File: src/rtl/rst_seq_pkg.sv
// Shared types and sizing helpers for the reset sequencer.
package rst_seq_pkg;

   typedef enum logic [1:0] {
      S_ASSERT  = 2'd0,
      S_HOLD    = 2'd1,
      S_RELEASE = 2'd2,
      S_DONE    = 2'd3
   } state_e;

   // Counter must reach max(hold, gap) - 1 and reloads at terminal count.
   function automatic int cnt_width(input int hold, input int gap);
      int m;
      m = (hold > gap) ? hold : gap;
      return (m < 1) ? 1 : $clog2(m + 1);
   endfunction

endpackage

File: src/rtl/rst_seq_sync_chain.sv
// Multi-flop synchroniser; reset clears every stage to 0 (request active).
module sync_chain #(
   parameter int STAGES = 2
) (
   input  logic clk,
   input  logic rst,
   input  logic d,
   output logic q
);

   logic [STAGES-1:0] stages_q;
   logic [STAGES-1:0] stages_d;

   always_comb begin
      stages_d = {stages_q[STAGES-2:0], d};
   end

   always_ff @(posedge clk) begin
      if (rst) begin
         stages_q <= '0;
      end else begin
         stages_q <= stages_d;
      end
   end

   assign q = stages_q[STAGES-1];

endmodule

File: src/rtl/rst_sequencer.sv
// Merges a synchronised external reset request with a software pulse and
// releases NUM_CH active-low channel resets in order after a hold time.
module rst_sequencer
   import rst_seq_pkg::*;
#(
   parameter int NUM_CH      = 3,
   parameter int SYNC_STAGES = 2,
   parameter int HOLD_CYCLES = 4,
   parameter int GAP_CYCLES  = 3
) (
   input  logic              clk,
   input  logic              rst,
   input  logic              ext_rst_req_n,
   input  logic              sw_rst_req,
   output logic [NUM_CH-1:0] rst_out_n,
   output logic              rst_done
);

   localparam int CNT_W = cnt_width(HOLD_CYCLES, GAP_CYCLES);
   localparam int IDX_W = $clog2(NUM_CH + 1);
   localparam logic [CNT_W-1:0] HOLD_LAST = CNT_W'(HOLD_CYCLES - 1);
   localparam logic [CNT_W-1:0] GAP_LAST  = CNT_W'(GAP_CYCLES - 1);
   localparam logic [IDX_W-1:0] IDX_LAST  = IDX_W'(NUM_CH - 1);

   state_e              state_q, state_d;
   logic [CNT_W-1:0]    cnt_q, cnt_d;
   logic [IDX_W-1:0]    idx_q, idx_d;
   logic [NUM_CH-1:0]   rst_out_n_q, rst_out_n_d;
   logic                rst_done_q, rst_done_d;
   logic                req_sync;
   logic                req_active;

   sync_chain #(.STAGES(SYNC_STAGES)) u_ext_sync (
      .clk (clk),
      .rst (rst),
      .d   (ext_rst_req_n),
      .q   (req_sync)
   );

   assign req_active = ~req_sync | sw_rst_req;

   always_comb begin
      state_d     = state_q;
      cnt_d       = cnt_q;
      idx_d       = idx_q;
      rst_out_n_d = rst_out_n_q;
      rst_done_d  = rst_done_q;

      // Any live request wins over sequencing, whatever the state.
      if (req_active) begin
         state_d     = S_ASSERT;
         cnt_d       = '0;
         idx_d       = '0;
         rst_out_n_d = '0;
         rst_done_d  = 1'b0;
      end else begin
         case (state_q)
            S_ASSERT: begin
               state_d = S_HOLD;
               cnt_d   = '0;
            end
            S_HOLD: begin
               if (cnt_q == HOLD_LAST) begin
                  rst_out_n_d[0] = 1'b1;
                  cnt_d          = '0;
                  if (NUM_CH == 1) begin
                     rst_done_d = 1'b1;
                     state_d    = S_DONE;
                  end else begin
                     idx_d   = IDX_W'(1);
                     state_d = S_RELEASE;
                  end
               end else begin
                  cnt_d = cnt_q + CNT_W'(1);
               end
            end
            S_RELEASE: begin
               if (cnt_q == GAP_LAST) begin
                  for (int i = 0; i < NUM_CH; i++) begin
                     if (idx_q == IDX_W'(i)) rst_out_n_d[i] = 1'b1;
                  end
                  cnt_d = '0;
                  idx_d = idx_q + IDX_W'(1);
                  if (idx_q == IDX_LAST) begin
                     rst_done_d = 1'b1;
                     state_d    = S_DONE;
                  end
               end else begin
                  cnt_d = cnt_q + CNT_W'(1);
               end
            end
            S_DONE: begin
            end
            default: begin
               state_d = S_ASSERT;
            end
         endcase
      end
   end

   always_ff @(posedge clk) begin
      if (rst) begin
         state_q     <= S_ASSERT;
         cnt_q       <= '0;
         idx_q       <= '0;
         rst_out_n_q <= '0;
         rst_done_q  <= 1'b0;
      end else begin
         state_q     <= state_d;
         cnt_q       <= cnt_d;
         idx_q       <= idx_d;
         rst_out_n_q <= rst_out_n_d;
         rst_done_q  <= rst_done_d;
      end
   end

   assign rst_out_n = rst_out_n_q;
   assign rst_done  = rst_done_q;

endmodule

File: config.mk
export PLATFORM = sky130hd
export DESIGN_NAME = rst_sequencer
export DESIGN_NICKNAME = d
export VERILOG_FILES = /design/src/rtl/rst_seq_pkg.sv /design/src/rtl/rst_seq_sync_chain.sv /design/src/rtl/rst_sequencer.sv
export SDC_FILE = /design/constraint.sdc
export NUM_CORES = 1
export LEC_CHECK = 0
export CAP_MARGIN = 10
export CORE_ASPECT_RATIO = 1.1
export CORE_MARGIN = 8
export CORE_UTILIZATION = 45
export CTS_CLUSTER_SIZE = 28
export DETAILED_ROUTE_END_ITERATION = 6
export PLACE_DENSITY = 0.66
export RECOVER_POWER = 25
export SYNTH_ARGS = -nofsm -noshare
export SYNTH_HDL_FRONTEND = slang
export SYNTH_SLANG_ARGS = --single-unit
File: constraint.sdc
create_clock -name clk -period 2 [get_ports clk]
set_clock_uncertainty 0.2 [all_clocks]
set_input_delay 0.2 -clock clk [delete_from_list [all_inputs] [get_ports clk]]
set_output_delay 0.2 -clock clk [all_outputs]
set_load 0.03 [all_outputs]
==> reports/summary.txt, run 1 <==
Top FF cell, synth -> dfxtp_1
Clock Path Buffers -> 2
Number of synthesized flops with an enable pin -> 0
HPWL Detailed -> 921 um
Psw -> 102 uW
Final-report max-slew violation count -> 0
Status -> finished, final reports clean
CTS tree -> built
Largest net degree at the start of global routing -> 11
Depth of the CTS H-tree -> 1
Cts bufs inserted -> 3
Hold Crit Class -> reg -> reg
Reg power frac -> 52.1%
DR iter-0 viols -> 4
Critical Path Fanout Max -> 10
Clock Root Buffer -> clkbuf_4
Fin crit share -> 94.7%
# diodes -> 0
Final Net Count -> 96
Core area -> 1500 um2
Cell Pwr Density -> 562 nW/um2
Critical path arrival -> 1.90 ns
Io pins -> 8
First-pass GRT wire length -> 2280 um
# rows -> 15
Syn Inst Count -> 70
R2r setup slk -> 0.11 ns
Slew @ Worst Pin -> 0.359 ns
Skew-Pair Late Insertion Delay -> 0.28 ns
Port bufs -> 7
# setup viols final -> 0
Avg Inst Size Synth -> 9.96 um2
Switching power share of the total -> 22.0%
Dpl cells -> 92
Routed vias/inst -> 5.25
Seq/Total Area, Yosys -> 34.5%
Die area -> 3070 um2
YS warnings -> 0
Post-CTS Hold Fix Bufs -> 0
Synthesized area -> 697 um2
Gpl congestion -> 0.675
Ys async rst share -> 0%
Number of failing hold endpoints at the final stage -> 0
CP Class -> reg -> reg
DR vias -> 509
Critical Path RT -> 2.00 ns
Routed WL per cell -> 13.1 um
Clock transition at the registers of the reported paths -> 0.09 ns
Routed Antenna Nets -> 0
Starting Density -> 46.4%
Yosys reg bits -> 12
Die Span Y -> 57.3 um
Share of layout cells above drive strength 1 -> 18.8%
Die Width -> 53.5 um
Sink Count -> 12
Worst setup SP type -> flip-flop
Clock power frac -> 44.2%
FMAX -> 0.528 GHz
Vias in the first global route -> 552
Combinational share of power -> 3.7%
# DRC -> 0
Netlist cell types -> 28
TritonRoute pass-1 iters -> 4
Antenna violations before repair -> 0
Total GRT Usage -> 9.86%
Total power -> 464 uW
Area growth syn-to-layout -> 18.5%
Rel. slew slack -> 76.1%
Int Power -> 362 uW
Crit end category -> flip-flop
Routed Wire Length -> 1280 um
Fin crit period -> 1.89 ns
Syn nets -> 85
P_leak -> 0.311 nW
Finished Layout Cells -> 97
VDD IR max -> 440 uV
GRT overflow -> 0
Max Cap Violations -> 0
layout by cell type, fill, tap and decap left out, types with 2 or more instances in the layout:
cell,n
a21oi_1,4
clkbuf_4,3
or4_1,2
a32o_1,2
clkdlybuf4s50_1,6
inv_1,7
ha_1,10
o21ai_0,2
nor2b_1,2
dfxtp_1,12
nor2_1,5
nand2_1,4
a31oi_1,2
buf_4,2
worst paths after layout:
check | startpoint | endpoint | cells past startpoint
worst max-delay path | state_q[0] | state_q[1] | 6
worst min-delay path | u_ext_sync.stages_q[0] | u_ext_sync.stages_q[1] | 1
worst max register to register | state_q[0] | state_q[1] | 6
worst min register to register | u_ext_sync.stages_q[0] | u_ext_sync.stages_q[1] | 1
cells in the mapped netlist (2+ instances only):
| master | n | area share, % |
|---|---|---|
| a32o_1 | 2 | 2.9 |
| a31oi_1 | 2 | 1.8 |
| or4_1 | 2 | 2.2 |
| nor2b_1 | 2 | 1.8 |
| dfxtp_1 | 12 | 34 |
| nand2_1 | 4 | 2.2 |
| nor2_1 | 5 | 2.7 |
| ha_1 | 11 | 20 |
| a21oi_1 | 4 | 2.9 |
| inv_1 | 7 | 3.8 |
| o21ai_0 | 2 | 1.4 |
cell families after synthesis:
| kind of cell | after synthesis | synth area share, % |
|---|---|---|
| buffers and inverters | 11 | 7.72 |
| flip-flops | 12 | 34.5 |
| adder cells (fa/ha/maj) | 11 | 19.7 |
| multiplexers | 1 | 1.62 |
| AND/OR/NAND/NOR | 20 | 18.1 |
| AO/OA/AOI/OAI | 15 | 18.3 |
final cells by class:
| class | count | area, um2 |
|---|---|---|
| well taps | 17 | 21.3 |
| clock buffers | 4 | 36.3 |
| fillers | 158 | 676 |
| repair buffers | 9 | 85.1 |
| multi-input cells | 47 | 413 |
| inverters | 8 | 30.0 |
| flip-flops and latches | 12 | 240 |
critical path: stages, from the launching register on:
cell       delay, ns
dfxtp_1         0.41
inv_1           0.08
ha_2            0.27
nor2b_4         0.16
a2111oi_4       0.40
nor2_1          0.09
a211oi_2        0.20
state kept, by name (all words and copies together) (netlist names):
name / flops
idx_q: 2
cnt_q: 3
rst_out_n: 2
state_q: 2
rst_done: 1
u_ext_sync.stages_q: 2
metal layers:
metal	GRT usage (%)	up-vias	share of wire, %
met5	0	-	0
met4	6.86	0	2.1
met3	3.12	4	4.1
met2	13.9	13	44
met1	12.1	233	49
li1	-	259	-
per-stage QoR:
stage               setup slack [ns]  hold WS [ns]  utilization [%]  area, um2  setup TNS [ns]
finish                         0.107         0.247             55.0        826               0
global route                -0.00664         0.259             55.0        826         -0.0115
CTS                          0.00153         0.252             53.8        808               0
detailed placement            0.0469         0.228             51.4        772               0
global placement              0.0832         0.217             51.4        772               0
floorplan                      0.248        0.0716                -        697               0
power groups by stage:
stage	Combinational, mW	Clock (mW)	Sequential, mW
after detailed placement	0.0165	0	0.247
final	0.0170	0.205	0.242
after global placement	0.0162	0	0.247
after floorplan	0.00846	0	0.247
after CTS	0.0167	0.208	0.242
after global routing	0.0186	0.224	0.242
repair_timing:
action                                  4_1_cts  5_1_grt
endpoints found under the setup margin        0        3
resized for setup                             0        2
endpoints found under the hold margin         0        0
buffers inserted                              0        1
(Power assumes the default switching activity.)
==> inputs of run 2 (changes only) <==
--- a/config.mk
+++ b/config.mk
@@ -9,9 +9,10 @@
 export CORE_ASPECT_RATIO = 1.1
 export CORE_MARGIN = 8
 export CORE_UTILIZATION = 45
+export CTS_CLUSTER_DIAMETER = 30
 export CTS_CLUSTER_SIZE = 28
 export DETAILED_ROUTE_END_ITERATION = 6
-export PLACE_DENSITY = 0.66
+export PLACE_DENSITY_LB_ADDON = 0.08
 export RECOVER_POWER = 25
 export SYNTH_ARGS = -nofsm -noshare
 export SYNTH_HDL_FRONTEND = slang
==> run 2 against run 1 <==
  * Critical path depth stayed put
  * Largest power group unchanged
  * Worst setup slack improved by 0.0078 ns
  * Core utilization grew 0.25 points
  * Critical path type unchanged
==> reports/summary.txt, run 2 (synthesized netlist as in run 1, its figures left out) <==
Clock Root Buffer -> clkbuf_4
GRT overflow -> 0
Final setup margin -> 0.115 ns
Crit path cell chain -> inv_1 -> ha_1 -> nor2b_4 -> a2111oi_4 -> nor2_1 -> a211oi_2
Cts bufs inserted -> 3
Area of the multi-input gates -> 410 um2
Critical path arrival -> 1.88 ns
Placed instance area -> 787 um2
# rows -> 15
R2r setup slk -> 0.11 ns
Vias in the first global route -> 507
Routed WL per cell -> 12.7 um
Antenna violations before repair -> 0
Number of failing hold endpoints at the final stage -> 0
FF-to-FF Start -> state_q[0]
Clock transition at the registers of the reported paths -> 0.08 ns
Register area -> 243 um2
CP startpoint -> state_q[0]
Final-report max-slew violation count -> 0
RSZ-0062 raised after global routing -> no
Crit end category -> flip-flop
Worst setup SP type -> flip-flop
Hold Crit Class -> reg -> reg
Gpl congestion -> 0.749
Worst Reg-to-Reg Cells -> 6
Fin crit share -> 94.3%
First-pass GRT wire length -> 2130 um
Fin crit period -> 1.89 ns
Skew-Pair Late Insertion Delay -> 0.27 ns
Rel. slew slack -> 74.0%
Depth of the CTS H-tree -> 1
Critical Path Fanout Max -> 5
Dpl ws -> 0.117 ns
Core area -> 1500 um2
# DRC -> 0
Status -> finished, final reports clean
Sink Count -> 12
Final Cell Area -> 830 um2
Routed Antenna Nets -> 0
Largest Register -> cnt_q
Slew @ Worst Pin -> 0.390 ns
Io pins -> 8
Die area -> 3070 um2
VDD IR max -> 274 uV
Most frequent cells in the layout -> ha_1, dfxtp_1, inv_1
FF-to-FF End -> state_q[1]
Share of layout cells above drive strength 1 -> 19.8%
TritonRoute pass-1 iters -> 4
Max incr delay on CP -> 0.43 ns
Critical Path RT -> 2.00 ns
Cell Pwr Density -> 544 nW/um2
CTS tree -> built
Die Span Y -> 57.3 um
DR iter-0 viols -> 10
Commonest non-fill, non-tap cell in the layout -> ha_1
# setup viols final -> 0
# diodes -> 0
Die Width -> 53.5 um
Max Cap Violations -> 0
Number of fill cells -> 153
P_leak -> 0.316 nW
Starting Density -> 46.4%
Termination of the worst setup path -> state_q[1]
FMAX -> 0.530 GHz
CP Class -> reg -> reg
Setup TNS -> 0 ns
Routed vias/inst -> 5.08
Total GRT Usage -> 9.30%
Routed Wire Length -> 1250 um
Max reg flops -> 3
DR vias -> 498
Area growth syn-to-layout -> 19.0%
Total power -> 451 uW
HPWL Detailed -> 977 um
Clock Path Buffers -> 2
Crit-path slowest cell -> a2111oi_4
Port bufs -> 7
Final Net Count -> 97
Largest net degree at the start of global routing -> 11
==> run 2: cell count changes in the layout (fill, tap and decap cells not counted) <==
cell      previous run  this run
ha_1                10        11
dfxtp_1             12        10
dfxtp_2              0         2
ha_2                 1         0
clkbuf_1             0         1
==> run 2: through the flow <==
stage / util [%] / hold slack, ns / cells
6_report: 55.3 / 0.242 / 98
5_1_grt: 55.3 / 0.261 / 98
4_1_cts: 54.8 / 0.250 / 98
3_5_place_dp: 52.4 / 0.229 / 94
3_3_place_gp: 52.4 / 0.221 / 94
2_1_floorplan: - / 0.0716 / 70
==> run 2: report_power, final <==
part | internal [mW] | switching, mW | leakage (nW)
Clock | 0.110 | 0.0824 | 0.0210
Sequential | 0.241 | 0.000770 | 0.0981
Combinational | 0.00998 | 0.00677 | 0.197
==> run 2: critical path, delay by kind of cell, from the launching register on <==
| kind | cells | cell delay (ns) |
|---|---|---|
| buffers and inverters | 1 | 0.05 |
| AOI/OAI and AO/OA | 2 | 0.62 |
| DFF | 1 | 0.37 |
| and+or+nand+nor | 2 | 0.27 |
| adders and majority gates | 1 | 0.30 |
==> run 2: routing by layer <==
metal	part of all wire [%]	global-route usage [%]
met1	46	11.0
met2	49	14.4
met3	4.0	2.34
met4	0.80	5.42
met5	0	0
==> run 2: worst min-delay path by stage <==
stage | endpoint | depth (start not counted) | start | slack [ns]
5_1_grt | u_ext_sync.stages_q[1] | 1 | u_ext_sync.stages_q[0] | 0.26
4_1_cts | u_ext_sync.stages_q[1] | 1 | u_ext_sync.stages_q[0] | 0.25
3_3_place_gp | u_ext_sync.stages_q[1] | 1 | u_ext_sync.stages_q[0] | 0.22
6_report | u_ext_sync.stages_q[1] | 1 | u_ext_sync.stages_q[0] | 0.24
2_1_floorplan | u_ext_sync.stages_q[0] | 1 | rst | 0.07
3_5_place_dp | u_ext_sync.stages_q[1] | 1 | u_ext_sync.stages_q[0] | 0.23
==> run 2: cell type report <==
class / count / area share (%)
multi-input cells: 47 / 49.5
flip-flops and latches: 12 / 29.3
repair buffers: 10 / 10.7
clock buffers: 4 / 4.37
inverters: 8 / 3.62
well taps: 17 / 2.56
==> run 2: what timing repair did <==
| item | in CTS | in global routing |
|---|---|---|
| hold buffers | 0 | 0 |
| resized for setup | 0 | 3 |
| buffers inserted | 0 | 0 |
| endpoints found under the setup margin | 0 | 5 |
